===== src/rtl/nn_pkg.sv =====
// Shared types and defaults for the NN fetch responder: FSM states, fetch targets
// and the Avalon word-address helper.
package nn_pkg;

  typedef enum logic [1:0] {
    IDLE,
    ISSUE,
    WAITDATA,
    FINISH
  } nn_state_e;

  typedef enum logic {
    IMAGE,
    COEFF
  } nn_target_e;

  localparam int NN_IMSIZE = 64;
  localparam int NN_CSIZE  = 2048;
  localparam int NN_LBITS  = 2;

  // Byte address of 32-bit word idx above base; wraps modulo 2^32.
  function automatic logic [31:0] word_addr(input logic [31:0] base, input logic [31:0] idx);
    return base + (idx << 2);
  endfunction

endpackage


===== src/rtl/nn_avm_read_port.sv =====
// Avalon-MM read handshake: holds read/address through waitrequest and tracks the
// single outstanding read so stray readdatavalid pulses are dropped.
module nn_avm_read_port (
  input  logic        clock,
  input  logic        reset,
  input  logic        start,
  input  logic [31:0] start_addr,
  output logic        avm_read,
  output logic [31:0] avm_address,
  input  logic        avm_waitrequest,
  input  logic [31:0] avm_readdata,
  input  logic        avm_readdatavalid,
  output logic        accepted,
  output logic        rd_valid,
  output logic [31:0] rd_data
);

  logic outstanding;

  assign accepted = avm_read && !avm_waitrequest;
  assign rd_valid = outstanding && avm_readdatavalid;
  assign rd_data  = avm_readdata;

  // NOTE: state registers use non-blocking assignments so every flop samples
  // pre-edge values regardless of statement order within the block.
  always_ff @(posedge clock) begin
    if (reset) begin
      avm_read    <= 1'b0;
      avm_address <= '0;
      outstanding <= 1'b0;
    end else begin
      if (start) begin
        avm_read    <= 1'b1;
        avm_address <= start_addr;
      end else if (accepted) begin
        avm_read <= 1'b0;
      end

      // Clearing on reset is what makes a late response from an aborted read harmless.
      if (accepted) begin
        outstanding <= 1'b1;
      end else if (rd_valid) begin
        outstanding <= 1'b0;
      end
    end
  end

endmodule


===== src/rtl/nn_fetch_responder.sv =====
// Fetches an image block or one layer of coefficients from SDRAM over Avalon-MM,
// one word at a time, into image_data or the coefficient buffer write port.
module nn_fetch_responder
  import nn_pkg::*;
#(
  parameter int          IMSIZE     = NN_IMSIZE,
  parameter int          CSIZE      = NN_CSIZE,
  parameter int          LBITS      = NN_LBITS,
  parameter logic [31:0] IMG_BASE   = 32'h0000_0000,
  parameter logic [31:0] COEFF_BASE = 32'h0001_0000
) (
  input  logic                         clock,
  input  logic                         reset,
  input  logic                         get_image,
  input  logic                         get_coeffs,
  input  logic [LBITS-1:0]             layer,
  output logic                         busy,
  output logic                         done,
  output logic [IMSIZE*8-1:0]          image_data,
  output logic                         cw_en,
  output logic [$clog2(CSIZE/4)-1:0]   cw_addr,
  output logic [31:0]                  cw_data,
  output logic [31:0]                  avm_address,
  output logic                         avm_read,
  input  logic                         avm_waitrequest,
  input  logic [31:0]                  avm_readdata,
  input  logic                         avm_readdatavalid
);

  localparam int IM_WORDS = IMSIZE / 4;
  localparam int CO_WORDS = CSIZE / 4;
  localparam int CW_AW    = $clog2(CO_WORDS);
  localparam int MAX_WORDS = (IM_WORDS > CO_WORDS) ? IM_WORDS : CO_WORDS;
  localparam int IDX_W    = (MAX_WORDS > 1) ? $clog2(MAX_WORDS) : 1;

  localparam logic [IDX_W-1:0] IM_LAST = IDX_W'(IM_WORDS - 1);
  localparam logic [IDX_W-1:0] CO_LAST = IDX_W'(CO_WORDS - 1);

  nn_state_e         state;
  nn_target_e        target;
  logic [31:0]       base;
  logic [IDX_W-1:0]  word_idx;
  logic [IDX_W-1:0]  last_idx;
  logic              coeff_pending;
  logic [LBITS-1:0]  pend_layer;

  logic              issue_start;
  logic [31:0]       issue_addr;
  logic              accepted;
  logic              rd_valid;
  logic [31:0]       rd_data;

  function automatic logic [31:0] coeff_base(input logic [LBITS-1:0] lay);
    return COEFF_BASE + 32'(lay) * 32'(CSIZE);
  endfunction

  // Launch the next read on the same edge the FSM enters ISSUE, so avm_read
  // and the ISSUE state rise and fall together.
  // NOTE: every signal assigned here gets a default first, so no path through
  // the case can leave it unassigned and infer a latch.
  always_comb begin
    issue_start = 1'b0;
    issue_addr  = '0;
    unique case (state)
      IDLE: begin
        if (get_image) begin
          issue_start = 1'b1;
          issue_addr  = IMG_BASE;
        end else if (get_coeffs) begin
          issue_start = 1'b1;
          issue_addr  = coeff_base(layer);
        end
      end
      WAITDATA: begin
        if (rd_valid && (word_idx != last_idx)) begin
          issue_start = 1'b1;
          issue_addr  = word_addr(base, 32'(word_idx) + 32'd1);
        end
      end
      FINISH: begin
        if (coeff_pending) begin
          issue_start = 1'b1;
          issue_addr  = coeff_base(pend_layer);
        end
      end
      default: ;
    endcase
  end

  nn_avm_read_port u_read_port (
    .clock             (clock),
    .reset             (reset),
    .start             (issue_start),
    .start_addr        (issue_addr),
    .avm_read          (avm_read),
    .avm_address       (avm_address),
    .avm_waitrequest   (avm_waitrequest),
    .avm_readdata      (avm_readdata),
    .avm_readdatavalid (avm_readdatavalid),
    .accepted          (accepted),
    .rd_valid          (rd_valid),
    .rd_data           (rd_data)
  );

  always_ff @(posedge clock) begin
    if (reset) begin
      state         <= IDLE;
      target        <= IMAGE;
      base          <= '0;
      word_idx      <= '0;
      last_idx      <= '0;
      coeff_pending <= 1'b0;
      pend_layer    <= '0;
      busy          <= 1'b0;
      done          <= 1'b0;
      image_data    <= '0;
      cw_en         <= 1'b0;
      cw_addr       <= '0;
      cw_data       <= '0;
    end else begin
      done  <= 1'b0;
      cw_en <= 1'b0;

      unique case (state)
        IDLE: begin
          if (get_image) begin
            target        <= IMAGE;
            base          <= IMG_BASE;
            last_idx      <= IM_LAST;
            word_idx      <= '0;
            // A simultaneous coefficient request is parked until the image is done.
            coeff_pending <= get_coeffs;
            pend_layer    <= layer;
            busy          <= 1'b1;
            state         <= ISSUE;
          end else if (get_coeffs) begin
            target   <= COEFF;
            base     <= coeff_base(layer);
            last_idx <= CO_LAST;
            word_idx <= '0;
            busy     <= 1'b1;
            state    <= ISSUE;
          end
        end

        ISSUE: begin
          if (accepted) begin
            state <= WAITDATA;
          end
        end

        WAITDATA: begin
          if (rd_valid) begin
            if (target == IMAGE) begin
              image_data[32*int'(word_idx) +: 32] <= rd_data;
            end else begin
              cw_en   <= 1'b1;
              cw_addr <= CW_AW'(word_idx);
              cw_data <= rd_data;
            end

            if (word_idx == last_idx) begin
              done  <= 1'b1;
              state <= FINISH;
            end else begin
              word_idx <= word_idx + 1'b1;
              state    <= ISSUE;
            end
          end
        end

        FINISH: begin
          if (coeff_pending) begin
            target        <= COEFF;
            base          <= coeff_base(pend_layer);
            last_idx      <= CO_LAST;
            word_idx      <= '0;
            coeff_pending <= 1'b0;
            state         <= ISSUE;
          end else begin
            busy  <= 1'b0;
            state <= IDLE;
          end
        end

        default: state <= IDLE;
      endcase
    end
  end

endmodule


===== config.mk =====
export PLATFORM = sky130hd
export DESIGN_NAME = nn_fetch_responder
export DESIGN_NICKNAME = d
export VERILOG_FILES = /design/src/rtl/nn_pkg.sv /design/src/rtl/nn_avm_read_port.sv /design/src/rtl/nn_fetch_responder.sv
export SDC_FILE = /design/constraint.sdc
export NUM_CORES = 1
export LEC_CHECK = 0
export BUFFER_PORTS_ARGS = -buffer_cell sky130_fd_sc_hd__buf_2
export CAP_MARGIN = 20
export CORE_AREA = 2 2 244 246
export CTS_CLUSTER_SIZE = 8
export DETAILED_ROUTE_END_ITERATION = 10
export DIE_AREA = 0 0 246 248
export PLACE_DENSITY_LB_ADDON = 0.12
export SLEW_MARGIN = 10
export SYNTH_ARGS = -nofsm -noshare
export SYNTH_HDL_FRONTEND = slang
export SYNTH_SLANG_ARGS = --single-unit

===== constraint.sdc =====
create_clock -name clock -period 3.32 [get_ports clock]
set_clock_uncertainty 0.2 [all_clocks]
set_input_delay 0.664 -clock clock [delete_from_list [all_inputs] [get_ports clock]]
set_output_delay 0.664 -clock clock [all_outputs]
set_load 0.01 [all_outputs]

# == Yosys cells after proc, flatten, opt, wreduce, memory -nomap -nowiden ==
# Index checks and enable logic that the tools add are counted.
# totals
reg_bits,646
inputBits,40
output_inout_bits,589
wordCells,104
# classes
add_sub_neg,6
n_eq_ne,12
n_shift,2
mux,47
bitwise_logic,3
n_reduce_logical,18
# ops
operator,n
$bwmux 512,1
$shift 32x33->512 const A,1
$shiftx 32x33->512,1
$mux 32,4
$pmux 32 s3,1
$mux 9,8
$pmux 32 s2,1
$mux 18,3
$add 17x13->18 const A,2
$neg 14->33,1
$add 32x12->32,1
$pmux 9 s3,1
$pmux 9 s2,1
$mux 1,17
$reduce_and 3->1,5
$ne 2x2->1 const B,6
$add 9x1->10 const B,1
$mux 2,5
$add 9x1->9 const B,1
$eq 9x9->1,1
$ne 9x9->1,1
$pmux 2 s4,1
$pmux 1 s2,3
$reduce_bool 2->1,3
12 further kinds,18

# == Depth between registers and ports, before layout ==
# Gate-level depths: netlist of the first run.
# depth
ltp_word,5
mapped_depth,15
depth_no_buf,11

# == Cells and area by module ==
# From an unflattened synthesis of the first run, not the netlist that was laid out.
# hier_totals
hier_cells,2874
area_unflattened_um2,24294.6
# by_module_without_submodules
mod,n_inst,cells_each,area_each_um2,seq_area_each_um2
nn_fetch_responder,1,2730,22805.6,11491.0
nn_avm_read_port,1,144,1488.9,680.7

# == Worst setup path after synthesis of the first run ==
# Ideal clock, no wire load.
# synth_timing
path_type,reg-to-reg
startpoint,register word_idx[0]
endpoint,register image_data[10]
setup_time_ns,0.132
arrival_time_ns,3.233
required_time_ns,2.988
setup_slack_ns,-0.245
stages_incl_launch_ff,16
n_path_buf,4
period_less_slack_ns,3.565
cell_sequence,dfxtp_1 clkbuf_1 inv_1 ha_1 clkbuf_1 nor2b_1 nand2_1 nor2_1 ha_1 or3b_2 or3_1 or4_1 clkbuf_1 clkbuf_1 nand2_1 a21oi_1
# synth_between
elab_chain_cells,3
word_cells_on_any_way,4
# synth_rtl
element,line,rtl
start: declaration,nn_fetch_responder.sv:42,logic [IDX_W-1:0] word_idx;
start signal: assignment,nn_fetch_responder.sv:166,word_idx <= word_idx + 1'b1;
$neg 14->33 (*),nn_fetch_responder.sv:155,image_data[32*int'(word_idx) +: 32] <= rd_data;
$shiftx 32x33->512 / $shift 32x33->512 (equally long branches),nn_fetch_responder.sv:155,
$bwmux 512 (*),nn_fetch_responder.sv:155,
end signal: indexed assignment,nn_fetch_responder.sv:155,
end: declaration,nn_fetch_responder.sv:19,"output logic [IMSIZE*8-1:0] image_data,"
# Every way passes the cells marked *; elsewhere a longest branch is shown, timed or not.
# A chain may end at the register's enable or synchronous reset.

# == Worst setup path after layout of the first run ==
# layout_timing
startpoint,register word_idx[0]
endpoint,register image_data[9]
# Same word-level chain as after synthesis.

==> results of run 1 <==
per-stage QoR:
stage | utilization [%] | cells | hold WS [ps]
final | 51.35 | 3769 | 123.7
after global routing | 51.35 | 3769 | 99.77
after floorplan | - | 2474 | 254.3
after detailed placement | 47.51 | 3674 | 243.5
after CTS | 51.27 | 3767 | 82.45
after global placement | 47.51 | 3674 | 239.8
what timing repair did:
action	CTS	global route
buffers inserted	0	1
setup endpoints to repair	0	2
endpoints found under the hold margin	0	0
hold buffers	0	0
resized for setup	0	3
worst max-delay path: stages (launching register included):
cell and delay (ps):
dfxtp_2 310, inv_1 60, ha_1 160, nor2b_2 160
nand2_1 70, nor2_1 130, ha_1 250, or3b_2 450
or3_1 370, or4_1 470, buf_12 200, nand2_1 80
a21oi_1 60
final timing paths:
kind	endpoint	slack (ps)	cells past startpoint
worst max-delay path	image_data[9]	180	12
worst min-delay path	pend_layer[0]	120	3
worst max register to register	image_data[9]	180	12
worst min register to register	cw_addr[5]	250	2
power by group:
part	internal, µW	switching, µW
clock	4440	3080
sequential	7100	18.9
combinational	162	357
total	11700	3450
state kept, by name (all words and copies together) (netlist names):
signal                   flops
last_idx                     2
cw_data                     32
busy                         1
cw_en                        1
done                         1
state                        2
image_data                 512
u_read_port.avm_read         1
coeff_pending                1
word_idx                     9
u_read_port.avm_address     13
base                         2
u_read_port.outstanding      1
pend_layer                   2
cw_addr                      9
layer usage:
layer  vias up  GRT usage (%)
met2       617          46.57
met5         -              0
met1      9509          34.06
met4         0          11.68
met3       152          7.980
li1       9173              -
cell type report:
type / count / area [µm²]
Inverter: 8 / 30.03
Fill cell: 5435 / 28440
Multi-Input combinational cell: 1646 / 11400
Clock buffer: 86 / 2088
Clock inverter: 7 / 110.1
Timing Repair Buffer: 660 / 3625
Tap cell: 773 / 967.2
Sequential cell: 589 / 11790
placed cells by master (no fill, tap or decap), drive strengths merged, types with 3 or more instances in the layout:
master	n
nand4	3
o32ai	3
xor2	3
nand3	60
inv	13
nor3b	3
o22ai	5
o21ai	10
buf	659
or4	4
or3	4
dfxtp	589
mux2i	480
xnor2	5
nor3	13
nand3b	67
a21oi	101
ha	5
clkbuf	87
a21o	6
nor2	29
conb	19
nand2	299
nand2b	491
a31oi	3
nor4	6
cell families after synthesis:
| logic type | after synthesis | synth area share, % |
|---|---|---|
| AND/OR/NAND/NOR | 988 | 22.50 |
| flip-flops | 589 | 48.98 |
| multiplexers | 481 | 20.01 |
| buffers and inverters | 239 | 4.506 |
| AO/OA/AOI/OAI | 145 | 3.441 |
| XOR/XNOR | 8 | 0.2911 |
| adder cells (fa/ha/maj) | 5 | 0.2599 |
| other | 1 | 0.01558 |
==> results_dict.tcl, run 1 <==
set metrics [dict create \
    grt_pass1_vias 18900 \
    dr_wl_met2_um 43080 \
    synth_most_common_cell "dfxtp_1" \
    fp.dieH_um 248 \
    period_minus_slack_ps 3142 \
    ys_top_cells_by_count "dfxtp_1 (589), nand2b_1 (491), mux2i_1 (480)" \
    drt-met1-wl_um 36380 \
    dpl-instance-area_mm2 0.02777 \
    start_kind "flip-flop" \
    grt_remaining_overflow 0 \
    hold_violations 0 \
    crit_type "reg -> reg" \
    hold_path_startpoint "layer[0]" \
    synthToLayoutAreaGrowth_pct 24.70 \
    grt_max_degree 273 \
    cts_buffer_depth 3 \
    ys_ff_latch 589 \
    port_buffers 609 \
    routed_via_density 5.161 \
    die_w_um 246 \
    cts_tree "built" \
    crit_arrival_ps 3400 \
    power_density_mw_per_mm2 504.7 \
    drive_above_1_share_pct 26.13 \
    cts_buffers 83 \
    worstSetupStartpoint "word_idx[0]" \
    antenna_found_initial 4 \
    ir_drop_v 0.0003432 \
    root_buffer "clkbuf_16" \
    syn_avg_cell_area_um2 9.801 \
    tns_ps 0 \
    avgRoutedWirePerCell_um 23.75 \
    synth_top_area_share_pct 48.98 \
    synth_edf_count 0 \
    cts.sinks 589 \
    cp.required_ps 3580 \
    die_area_mm2 0.06101 \
    clock_latency_ps 620 \
    r2r_start "word_idx[0]" \
    drc 0 \
    dr_total_vias 19450 \
    firstDrtPassIters 5 \
    synth_area_mm2 0.02407 \
    top_layer_used "met4" \
    rsz0062_at_grt "no" \
    start_util_pct 41.17 \
    first_iter_violations 1226 \
    track_usage_pct 28.06 \
    fin_ws_ps 178.1 \
    yosysSeqAreaShare_pct 48.98 \
    fp.coreArea_mm2 0.05846 \
    yosysWarningCount 0 \
    synthTopCellsByArea "dfxtp_1 (49%), mux2i_1 (20%), nand2b_1 (13%), nand2_1 (4.7%), clkbuf_1 (2.4%)" \
    yosys.cell_types.count 55 \
    status "finished clean" \
    place_congestion 0.8562 \
    routed_wl_um 89500 \
    syn_inst 2456 \
    rows 89 \
    max_cap_viol_count 0 \
    wl_met3_um 6645 \
    setup_violations 0 \
    worst_pin_slew_ps 1044 \
    htree_levels 3 \
    async_reset_ff_share_pct 0 \
    dp_slack_ps 199.3 \
    dp_hpwl_um 58980 \
    final_area_mm2 0.03002 \
    leakagePower_uw 0.01441 \
    critical_path.max_fanout 32 \
    slew_headroom_pct 30.37 \
    endpoint_kind "flip-flop" \
    nNetsFinal 3033 \
    drv_slew 0 \
    grt_first_pass_wirelength_um 126900 \
    yosysTopAreaCell "dfxtp_1" \
    finalCritPeriodShare_pct 94.64 \
    timing.fmax_mhz 318.3 \
    p_total_uw 15150 \
    clk_pin_slew_worst_paths_ps 50 \
    antenna_left 0 \
    antenna_cells 0 \
    ys.flop_type "dfxtp_1" \
    hp-class "in -> reg" \
    ioPinCount 629 \
]
(Power assumes the default switching activity.)
==> run 2: changes to the inputs <==
--- a/config.mk
+++ b/config.mk
@@ -5,12 +5,13 @@
 export SDC_FILE = /design/constraint.sdc
 export NUM_CORES = 1
 export LEC_CHECK = 0
+export ABC_AREA = 1
 export BUFFER_PORTS_ARGS = -buffer_cell sky130_fd_sc_hd__buf_2
 export CAP_MARGIN = 20
-export CORE_AREA = 2 2 244 246
+export CORE_AREA = 2 2 242 244
 export CTS_CLUSTER_SIZE = 8
 export DETAILED_ROUTE_END_ITERATION = 10
-export DIE_AREA = 0 0 246 248
+export DIE_AREA = 0 0 244 246
 export PLACE_DENSITY_LB_ADDON = 0.12
 export SLEW_MARGIN = 10
 export SYNTH_ARGS = -nofsm -noshare
==> results_dict.tcl, run 2 <==
set metrics [dict create \
    setup_violations 0 \
    antenna_left 0 \
    p_int_uw 12270 \
    hold_depth 3 \
    nNetsFinal 4360 \
    firstDrtPassIters 6 \
    routed_via_density 4.987 \
    r2r_start "word_idx[2]" \
    largestRegisters "image_data (512), cw_data (32), u_read_port.avm_address (13)" \
    dr_total_vias 25380 \
    first_iter_violations 2283 \
    fp.coreArea_mm2 0.05737 \
    cts_buffer_depth 3 \
    worst_hold_path.endpoint "pend_layer[1]" \
    yosys.cell_types.count 36 \
    synthToLayoutAreaGrowth_pct 25.44 \
    grt_pass1_vias 23170 \
    cts_tree "built" \
    r2r_slack_ps 150 \
    crit_slowest_cell "nor2_1" \
    clk_pin_slew_worst_paths_ps 50 \
    leakagePower_uw 0.01685 \
    ioPinCount 629 \
    crit_arrival_ps 3510 \
    synth_area_mm2 0.02511 \
    cp.required_ps 3670 \
    grt_max_degree 84 \
    hold_violations 0 \
    hold_path_startpoint "layer[1]" \
    max_cap_viol_count 0 \
    yosysWarningCount 0 \
    ys_top_cells_by_count "nand2_1 (859), inv_1 (618), dfxtp_1 (589)" \
    place_inst 4992 \
    power_density_mw_per_mm2 571.7 \
    port_buffers 609 \
    cts.sinks 589 \
    fp.dieH_um 246 \
    hp-class "in -> reg" \
    final_common_cell "nand2_1" \
    critical_path.max_fanout 16 \
    mostFrequentLayoutCells "nand2_1 (857), inv_1 (617), buf_2 (609), dfxtp_1 (588), nor2_1 (562)" \
    fin_util_pct 54.90 \
    syn_avg_cell_area_um2 6.695 \
    synth_top_area_share_pct 46.97 \
    status "finished clean" \
    largest-register "image_data" \
    grt_remaining_overflow 0 \
    syn_inst 3750 \
    period_minus_slack_ps 3166 \
    place_congestion 0.8772 \
    root_buffer "clkbuf_16" \
    power_frac_seq_pct 40.0 \
    drive_above_1_share_pct 19.67 \
    synth_edf_count 0 \
    yosysTopAreaCell "dfxtp_1" \
    clock_latency_ps 620 \
    routed_wl_um 101500 \
    worstReg2RegEnd "image_data[428]" \
    async_reset_ff_share_pct 0 \
    ys.flop_type "dfxtp_1" \
    ir_drop_v 0.0003588 \
    rows 88 \
    grt_first_pass_wirelength_um 148700 \
    ys_ff_latch 589 \
    path_cells "nor2_1 > nand3_1 > nand2_1 > nand2_1 > buf_4 > nor2_1 > nand2_1 > nor2_1 > inv_1 > nor2_1 > o21ai_0 > nor2_1" \
    clkPwrFrac_pct 42.4 \
    cts_buffers 83 \
    drv_slew 0 \
    timing.fmax_mhz 315.9 \
    p_sw_share_pct 31.84 \
    avgRoutedWirePerCell_um 19.95 \
    start_kind "flip-flop" \
    synthTopCellsByArea "dfxtp_1 (47%), nand2_1 (13%), inv_1 (9.2%), nor2_1 (8.5%), a21oi_1 (6.9%)" \
    worst_pin_slew_ps 1071 \
    yosysSeqAreaShare_pct 46.97 \
    drc 0 \
    critPathMaxStageDelay_ps 590 \
    die_area_mm2 0.06002 \
    largest_reg_flops 512 \
    htree_levels 3 \
    comb_power_share_pct 17.6 \
    crit_path_frequent_cell "nor2_1" \
    crit_type "reg -> reg" \
    layout.cells.non_filler 5089 \
    p_switching_uw 5733 \
    synth_most_common_cell "nand2_1" \
    dp_hpwl_um 71160 \
    start_util_pct 43.76 \
    r2r_cells 12 \
    die_w_um 244 \
    track_usage_pct 32.75 \
    endpoint_kind "flip-flop" \
    finalCritPeriodShare_pct 95.35 \
    antenna_found_initial 2 \
    slew_headroom_pct 28.36 \
    rsz0062_at_grt "no" \
    tns_ps 0 \
]
run 2: cell types whose count changed in the layout (fill, tap and decap cells not counted), sizes merged, moves of 67 or more:
cell,delta
inv,+613
nand2,+561
nor2,+545
nand2b,-491
mux2i,-480
a21oi,+246
o21ai,+193
nor3,+139
nand3b,-67
run 2: worst max-delay path, delay by kind of cell, from the launching register on:
family / cells / cell delay (ps)
buffers and inverters: 2 / 320
and+or+nand+nor: 9 / 2080
AOI/OAI and AO/OA: 1 / 90
DFF: 1 / 380
run 2: cells by family after synthesis:
group	after synthesis	synth area share [%]
adder cells (fa/ha/maj)	5	0.2492
AND/OR/NAND/NOR	1672	26.80
AO/OA/AOI/OAI	592	12.05
flip-flops	589	46.97
buffers and inverters	888	13.82
XOR/XNOR	3	0.1047
other	1	0.01494
run 2: what timing repair did:
item,4_1_cts,5_1_grt
hold buffers,0,0
endpoints found under the setup margin,0,143
gates resized for setup,0,13
endpoints found under the hold margin,0,0
setup buffers,0,3
run 2: how the worst max path moves through the flow:
stage                                  from  depth (start not counted)         endpoint
after global routing            word_idx[1]                         18  image_data[357]
after CTS                       word_idx[2]                         11  image_data[429]
after floorplan                 word_idx[0]                         15  image_data[416]
after global placement    avm_readdatavalid                         14  image_data[114]
after detailed placement  avm_readdatavalid                         14  image_data[448]
final                           word_idx[2]                         12  image_data[428]
run 2: cell type report:
type | instances | area, µm²
Tap cell | 765 | 957.2
Inverter | 625 | 2357
Timing Repair Buffer | 725 | 4167
Multi-Input combinational cell | 2291 | 10010
Sequential cell | 589 | 11790
Antenna cell | 2 | 5.005
Clock buffer | 87 | 2145
Fill cell | 5768 | 25870
Clock inverter | 5 | 58.81
run 2: metrics by stage:
stage               power (µW)  hold slack [ps]  setup slack [ps]  cell area [µm²]
floorplan                 9017            243.3             465.5            25170
global placement         10440            248.0             143.3            29210
detailed placement       10430            261.9             121.0            29210
CTS                      18020            75.40             113.8            31410
global route             18550            92.35             7.727            31490
finish                   18000            94.12             154.5            31490
run 2: routing by layer:
| layer | GRT usage (%) | vias up | share of wire (%) |
|---|---|---|---|
| met5 | 0 | - | 0 |
| met4 | 14.44 | 0 | 4.3 |
| met3 | 7.081 | 199 | 8.5 |
| met2 | 51.93 | 1052 | 45 |
| met1 | 42.90 | 11600 | 42 |
| li1 | - | 12530 | - |
run 2: power groups by stage:
| stage | Clock (µW) | Sequential [µW] | Combinational [µW] |
|---|---|---|---|
| 2_1_floorplan | 0 | 7330 | 1690 |
| 3_3_place_gp | 0 | 7340 | 3100 |
| 4_1_cts | 7720 | 7190 | 3100 |
| 5_1_grt | 8030 | 7190 | 3330 |
| 3_5_place_dp | 0 | 7340 | 3090 |
| 6_report | 7640 | 7200 | 3170 |
